[src/rtl/ahb_apb_bridge.sv]
// ---------------------------------------------------------------------------
// ahb_apb_bridge
//
// AHB-side slave that turns each selected bus transfer into one APB
// SETUP/ACCESS transaction. The APB region starting at BASE_ADDR is split
// into NUM_PSLV 4 KB slots, each with its own PSEL/PREADY/PSLVERR/PRDATA.
// Addresses outside the populated slots are answered with a decode error
// without starting an APB cycle. A slave that never raises PREADY is
// abandoned after TIMEOUT_CYCLES ACCESS cycles. Every error response returns
// ERR_DATA on HRDATA and pulses bus_err for the response cycle.
//
// Ports
//   HCLK, HRESET         clock, asynchronous active-high reset
//   HSEL, HADDR, HWRITE,  bus request (address phase), write data and byte
//   HBE, HWDATA           enables valid in the same cycle as HSEL
//   HRDATA, HREADY        response to the bus; HRDATA held between responses
//   PADDR, PSEL, PENABLE, APB master side; PSEL is one-hot per slot
//   PWRITE, PSTRB, PWDATA
//   PRDATA, PREADY,       per-slot APB responses; slot i read data sits in
//   PSLVERR               PRDATA[32i+31:32i]
//   bus_err               one-cycle pulse during an error response
// ---------------------------------------------------------------------------
module ahb_apb_bridge #(
    parameter int unsigned           ADDR_WIDTH     = 32,
    parameter logic [ADDR_WIDTH-1:0] BASE_ADDR      = 32'h4000D000,
    parameter int unsigned           NUM_PSLV       = 4,
    parameter int unsigned           TIMEOUT_CYCLES = 255,
    parameter logic [31:0]           ERR_DATA       = 32'hDEADBEEF
) (
    input  logic                     HCLK,
    input  logic                     HRESET,
    input  logic                     HSEL,
    input  logic [ADDR_WIDTH-1:0]    HADDR,
    input  logic                     HWRITE,
    input  logic [3:0]               HBE,
    input  logic [31:0]              HWDATA,
    output logic [31:0]              HRDATA,
    output logic                     HREADY,
    output logic [ADDR_WIDTH-1:0]    PADDR,
    output logic [NUM_PSLV-1:0]      PSEL,
    output logic                     PENABLE,
    output logic                     PWRITE,
    output logic [3:0]               PSTRB,
    output logic [31:0]              PWDATA,
    input  logic [NUM_PSLV*32-1:0]   PRDATA,
    input  logic [NUM_PSLV-1:0]      PREADY,
    input  logic [NUM_PSLV-1:0]      PSLVERR,
    output logic                     bus_err
);

    localparam int unsigned SLOT_W = ADDR_WIDTH - 12;
    localparam int unsigned IDX_W  = (NUM_PSLV > 1) ? $clog2(NUM_PSLV) : 1;
    localparam int unsigned CNT_W  = $clog2(TIMEOUT_CYCLES + 1);

    localparam logic [SLOT_W-1:0] NUM_SLOTS = SLOT_W'(NUM_PSLV);
    // Compared before the increment, so the counter reaches TIMEOUT_CYCLES
    // on the same edge that leaves ACCESS.
    localparam logic [CNT_W-1:0]  TMO_LAST  = CNT_W'(TIMEOUT_CYCLES - 1);

    typedef enum logic [1:0] {
        IDLE,
        SETUP,
        ACCESS,
        RESP
    } state_t;

    state_t           state;
    logic [IDX_W-1:0] idx_q;
    logic [CNT_W-1:0] tmo_cnt;

    // Address-phase decode of the incoming request.
    logic [ADDR_WIDTH-1:0] addr_off;
    logic [SLOT_W-1:0]     slot_full;
    logic [IDX_W-1:0]      slot_idx;
    logic                  slot_ok;
    logic [NUM_PSLV-1:0]   slot_onehot;

    // Response of the slot owning the transfer in flight.
    logic                  sel_ready;
    logic                  sel_err;
    logic [31:0]           sel_rdata;

    always_comb begin
        // NOTE: every always_comb output gets a value before any conditional
        // logic, so no path can leave it unassigned and infer a latch.
        addr_off    = HADDR - BASE_ADDR;
        slot_full   = addr_off[ADDR_WIDTH-1:12];
        slot_idx    = slot_full[IDX_W-1:0];
        // Addresses below the base wrap to a huge offset, but are rejected
        // explicitly rather than relying on that wrap.
        slot_ok     = (HADDR >= BASE_ADDR) && (slot_full < NUM_SLOTS);
        slot_onehot = '0;
        slot_onehot[slot_idx] = 1'b1;
    end

    assign sel_ready = PREADY[idx_q];
    assign sel_err   = PSLVERR[idx_q];
    assign sel_rdata = PRDATA[{idx_q, 5'b0} +: 32];

    always_ff @(posedge HCLK or posedge HRESET) begin
        if (HRESET) begin
            // Asynchronous: PSEL/PENABLE drop the moment reset is asserted,
            // abandoning any transfer in flight.
            state   <= IDLE;
            HRDATA  <= '0;
            HREADY  <= 1'b1;
            PADDR   <= '0;
            PSEL    <= '0;
            PENABLE <= 1'b0;
            PWRITE  <= 1'b0;
            PSTRB   <= '0;
            PWDATA  <= '0;
            bus_err <= 1'b0;
            idx_q   <= '0;
            tmo_cnt <= '0;
        end else begin
            // NOTE: sequential state uses non-blocking assignments only, so
            // every register samples pre-edge values regardless of order.
            bus_err <= 1'b0;
            case (state)
                // RESP accepts a new request exactly like IDLE, which gives
                // back-to-back transfers with no idle cycle in between.
                IDLE, RESP: begin
                    HREADY  <= 1'b1;
                    PSEL    <= '0;
                    PENABLE <= 1'b0;
                    state   <= IDLE;
                    if (HSEL) begin
                        if (slot_ok) begin
                            state  <= SETUP;
                            HREADY <= 1'b0;
                            PADDR  <= HADDR;
                            PWRITE <= HWRITE;
                            PWDATA <= HWDATA;
                            PSTRB  <= HWRITE ? HBE : 4'b0000;
                            idx_q  <= slot_idx;
                            PSEL   <= slot_onehot;
                        end else begin
                            state   <= RESP;
                            HRDATA  <= ERR_DATA;
                            bus_err <= 1'b1;
                        end
                    end
                end

                SETUP: begin
                    state   <= ACCESS;
                    PENABLE <= 1'b1;
                    tmo_cnt <= '0;
                end

                ACCESS: begin
                    // PREADY is tested first so a completion in the timeout
                    // cycle is still a normal response.
                    if (sel_ready) begin
                        state   <= RESP;
                        HREADY  <= 1'b1;
                        PSEL    <= '0;
                        PENABLE <= 1'b0;
                        if (sel_err) begin
                            HRDATA  <= ERR_DATA;
                            bus_err <= 1'b1;
                        end else begin
                            HRDATA <= PWRITE ? 32'h0 : sel_rdata;
                        end
                    end else begin
                        tmo_cnt <= tmo_cnt + CNT_W'(1);
                        if (tmo_cnt == TMO_LAST) begin
                            state   <= RESP;
                            HREADY  <= 1'b1;
                            PSEL    <= '0;
                            PENABLE <= 1'b0;
                            HRDATA  <= ERR_DATA;
                            bus_err <= 1'b1;
                        end
                    end
                end

                default: state <= IDLE;
            endcase
        end
    end

endmodule

[config.mk]
export PLATFORM = sky130hd
export DESIGN_NAME = ahb_apb_bridge
export DESIGN_NICKNAME = d
export VERILOG_FILES = /design/src/rtl/ahb_apb_bridge.sv
export SDC_FILE = /design/constraint.sdc
export NUM_CORES = 1
export LEC_CHECK = 0
export BUFFER_PORTS_ARGS = -buffer_cell sky130_fd_sc_hd__buf_2
export CAP_MARGIN = 10
export CELL_PAD_IN_SITES_DETAIL_PLACEMENT = 0
export CELL_PAD_IN_SITES_GLOBAL_PLACEMENT = 1
export CORE_AREA = 5 5 159 116
export CTS_CLUSTER_SIZE = 25
export DETAILED_ROUTE_END_ITERATION = 12
export DIE_AREA = 0 0 164 121
export PLACE_DENSITY = 0.91
export SLEW_MARGIN = 10
export SYNTH_ARGS = -nofsm -noshare
export SYNTH_HDL_FRONTEND = slang
export SYNTH_SLANG_ARGS = --single-unit
[constraint.sdc]
create_clock -name HCLK -period 6.3 [get_ports HCLK]
set_clock_uncertainty 0.05 [all_clocks]
set_input_delay 0.945 -clock HCLK [delete_from_list [all_inputs] [get_ports HCLK]]
set_output_delay 0.945 -clock HCLK [all_outputs]
set_load 0.01 [all_outputs]
==> flow_summary_export.csv <==
group,metric,value,unit
hold_path,worstHoldPathCells,2,
setup_path,worst_ep_arrival_time,4160,ps
hold_path,hp-start,"HREADY$_DFFE_PP1P_",
timing,hold_slack,416,ps
cts,clockBufferDepth,2,
power,p_comb_frac,0.217,
timing,setup_violations,0,
power,p_sw_frac,0.304,
timing,hold_violations,0,
yosys,yosysWarningCount,0,
floorplan,start_util,0.372,
drt,drtIter0Drc,385,
timing,final_period_minus_worst_setup_slack,3910,ps
setup_path,r2r_end,"HRDATA[9]$_DFFE_PP0P_",
yosys,syn_avg_cell_area,12.8,um^2
setup_path,end_kind,"flop",
yosys,yosysTopAreaCell,"dfrtp_1",
setup_path,worstRegToRegCells,7,
cts,post_cts_resized,0,
drt,routed_via_density,5.01,
floorplan,die_height,121,um
hold_path,min_to,"HREADY$_DFFE_PP1P_",
cells_and_area,drive_gt1_frac,0.499,
power,clkPwrFrac,0.406,
power,peakVddDrop,0.131,mV
job,drv_cap,0,
yosys,dominantRegCellSynth,"dfrtp_1",
timing,slew_headroom,0.305,
drt,vias,5203,
timing,post-route-period-util,0.621,
timing,fin_setup_tns,0,ps
yosys,synth.top_cells.by_count,"dfrtp_1, mux2_1, mux4_2, nand2b_1, nor2b_1",
yosys,synthTopCellsByArea,"dfrtp_1, mux4_2, mux2_1",
cts,cts-hold-fix-buffers,0,
cts,cts_tree,"built",
floorplan,die_w,164,um
setup_path,r2r_slack,2890,ps
global_route,grt.total_usage,0.186,
setup_path,path_class,"primary input to flop",
placement,place_congestion,0.843,
timing,fmax,0.256,GHz
power,p_per_area,275,nW/um^2
cells_and_area,area_growth,37.5,%
cts,clk_pin_slew,60,ps
global_route,antenna_found_initial,2,
drt,drt-pass1-iter-count,4,
cells_and_area,fin_nets,1011,
yosys,synth-edff-count,0,
setup_path,crit_required,6540,ps
yosys,ys_seq_elements,120,
power,p_int,0.00164,W
floorplan,coreArea,16700,um^2
floorplan,dieArea,19800,um^2
setup_path,cp-start-kind,"primary input",
floorplan,boundaryPins,316,
global_route,grt_overflow_total,0,
timing,worstMarginPinSlew,1040,ps
hold_path,hp-class,"flop to flop",
power,seqPwrFrac,0.377,
cts,clkSinkCount,120,
yosys,synthCells,484,
timing,rsz0062_at_grt,"no",
cts,cts_root_buffer,"clkbuf_16",
cts,cts-htree-levels,4,
floorplan,core.rowCount,40,
placement,hpwlAfterDp,14300,um
global_route,grt_pass1_wl,29000,um
yosys,syn_nets,701,
drt,routed_wirelength,18700,um
outcome,status,"completed",
power,leakage,4.37,nW
global_route,grt_pass1_vias,5393,
global_route,grt_max_degree,80,
yosys,syn_area,6220,um^2
yosys,yosysUniqueCellTypes,61,
yosys,yosysMostFrequentCell,"dfrtp_1",
drt,avgRoutedWirePerCell,18.0,um
power,power,0.00235,W
power,p_sw,0.000714,W
drt,drc,0,
yosys,ys_seq_area_frac,0.483,
timing,slew_violations,0,
cts,post_cts_buffers,0,
yosys,synth_top_area_share,0.479,
placement,port_buffers,315,
cts,insertion_delay,410,ps
drt,ant_nets,0,
yosys,synth-async-reset-ratio,1.00,
setup_path,worst-path-max-fanout,52,
setup_path,r2r-start,"idx_q[0]$_DFFE_PP0P_",
cts,cts_inserted_buffers,17,
[cell usage in the layout, fill, tap and decap left out, types with 2 or more instances in the layout]
| master | n |
|---|---|
| buf_2 | 315 |
| dfrtp_1 | 118 |
| mux2_1 | 50 |
| mux4_2 | 34 |
| nand2b_1 | 28 |
| nor2b_1 | 25 |
| a2bb2oi_1 | 24 |
| inv_1 | 22 |
| nand2_1 | 19 |
| clkbuf_16 | 17 |
| nor2_1 | 15 |
| o21ai_0 | 14 |
| nand3_1 | 10 |
| ha_1 | 9 |
| o2bb2ai_1 | 8 |
| mux2i_1 | 8 |
| inv_6 | 7 |
| nor4_1 | 6 |
| a22o_1 | 4 |
| clkinvlp_4 | 4 |
| buf_4 | 4 |
| nor3_1 | 3 |
| or2_2 | 3 |
| o31ai_1 | 3 |
| or4_1 | 3 |
| o21a_1 | 3 |
| inv_8 | 3 |
| a211o_1 | 2 |
| a211oi_2 | 2 |
| a21o_1 | 2 |
| xor2_1 | 2 |
| o41ai_1 | 2 |
| mux2_2 | 2 |
| a21oi_1 | 2 |
| and4_1 | 2 |
| nand3b_1 | 2 |
| a21oi_4 | 2 |
[worst max-delay path, stage by stage]
cell and delay [ps]:
buf_2 150, or4_1 600, o41ai_1 530, nand4_1 200
nor4_2 230, nand3_1 180, nor2_4 560, buf_12 350
mux2_2 370
[cell families (layout without fill, tap and decap cells)]
family | count (synthesis) | after routing | synth area share
AOI/OAI and AO/OA | 80 | 80 | 0.104
DFF | 120 | 120 | 0.483
other | 0 | 1 | 0
buffers and inverters | 52 | 375 | 0.0431
xor gates and xnor gates | 3 | 3 | 0.00423
adders and majority gates | 9 | 9 | 0.0181
and+or+nand+nor | 126 | 126 | 0.117
muxes | 94 | 94 | 0.230
[routing by layer]
layer	GRT usage	wire length, um
met2	0.294	8860
met3	0.0547	1480
met5	0	0
met4	0.0597	296
met1	0.248	8080
[registers in the layout, summed over array words and instances (netlist names)]
register,cells
bus_err,1
HRDATA,32
PWDATA,32
idx_q,2
PSTRB,4
PENABLE,1
HREADY,1
PADDR,32
PWRITE,1
PSEL,4
state,2
tmo_cnt,8
[power by group through the flow]
stage	Clock, W	Sequential, W	Combinational [W]
finish	0.000956	0.000887	0.000510
global route	0.00102	0.000897	0.000562
CTS	0.000984	0.000887	0.000516
detailed placement	0	0.000899	0.000514
global placement	0	0.000897	0.000512
floorplan	0	0.000920	0.000311
[area by class of cell]
type                            instances  area (um^2)
Timing Repair Buffer                  320         1630
Tap cell                              231          289
Sequential cell                       120         3010
Clock inverter                         15          155
Clock buffer                           17          425
Antenna cell                            1         2.50
Fill cell                            1527         8170
Multi-Input combinational cell        312         2950
Inverter                               23         88.8
[how the worst max path moves through the flow]
| stage | depth (start not counted) | from | to |
|---|---|---|---|
| 2_1_floorplan | 1 | HRESET | HRDATA[0]$_DFFE_PP0P_ |
| 3_3_place_gp | 11 | HADDR[12] | PWDATA[29]$_DFFE_PP0P_ |
| 3_5_place_dp | 9 | HADDR[16] | PWDATA[29]$_DFFE_PP0P_ |
| 4_1_cts | 9 | HADDR[16] | PWDATA[9]$_DFFE_PP0P_ |
| 5_1_grt | 9 | HADDR[16] | PWDATA[29]$_DFFE_PP0P_ |
| 6_report | 9 | HADDR[16] | PWDATA[29]$_DFFE_PP0P_ |
[per-stage QoR]
stage / std cells / util / cell area, um^2 / setup WS [ps]
after global routing: 1039 / 0.511 / 8550 / 2160
after floorplan: 484 / - / 6220 / 2120
final: 1039 / 0.511 / 8550 / 2390
after detailed placement: 1006 / 0.476 / 7960 / 1960
after global placement: 1006 / 0.476 / 7960 / 2050
after CTS: 1038 / 0.511 / 8540 / 2420
Power figures use the tool's default switching activity.
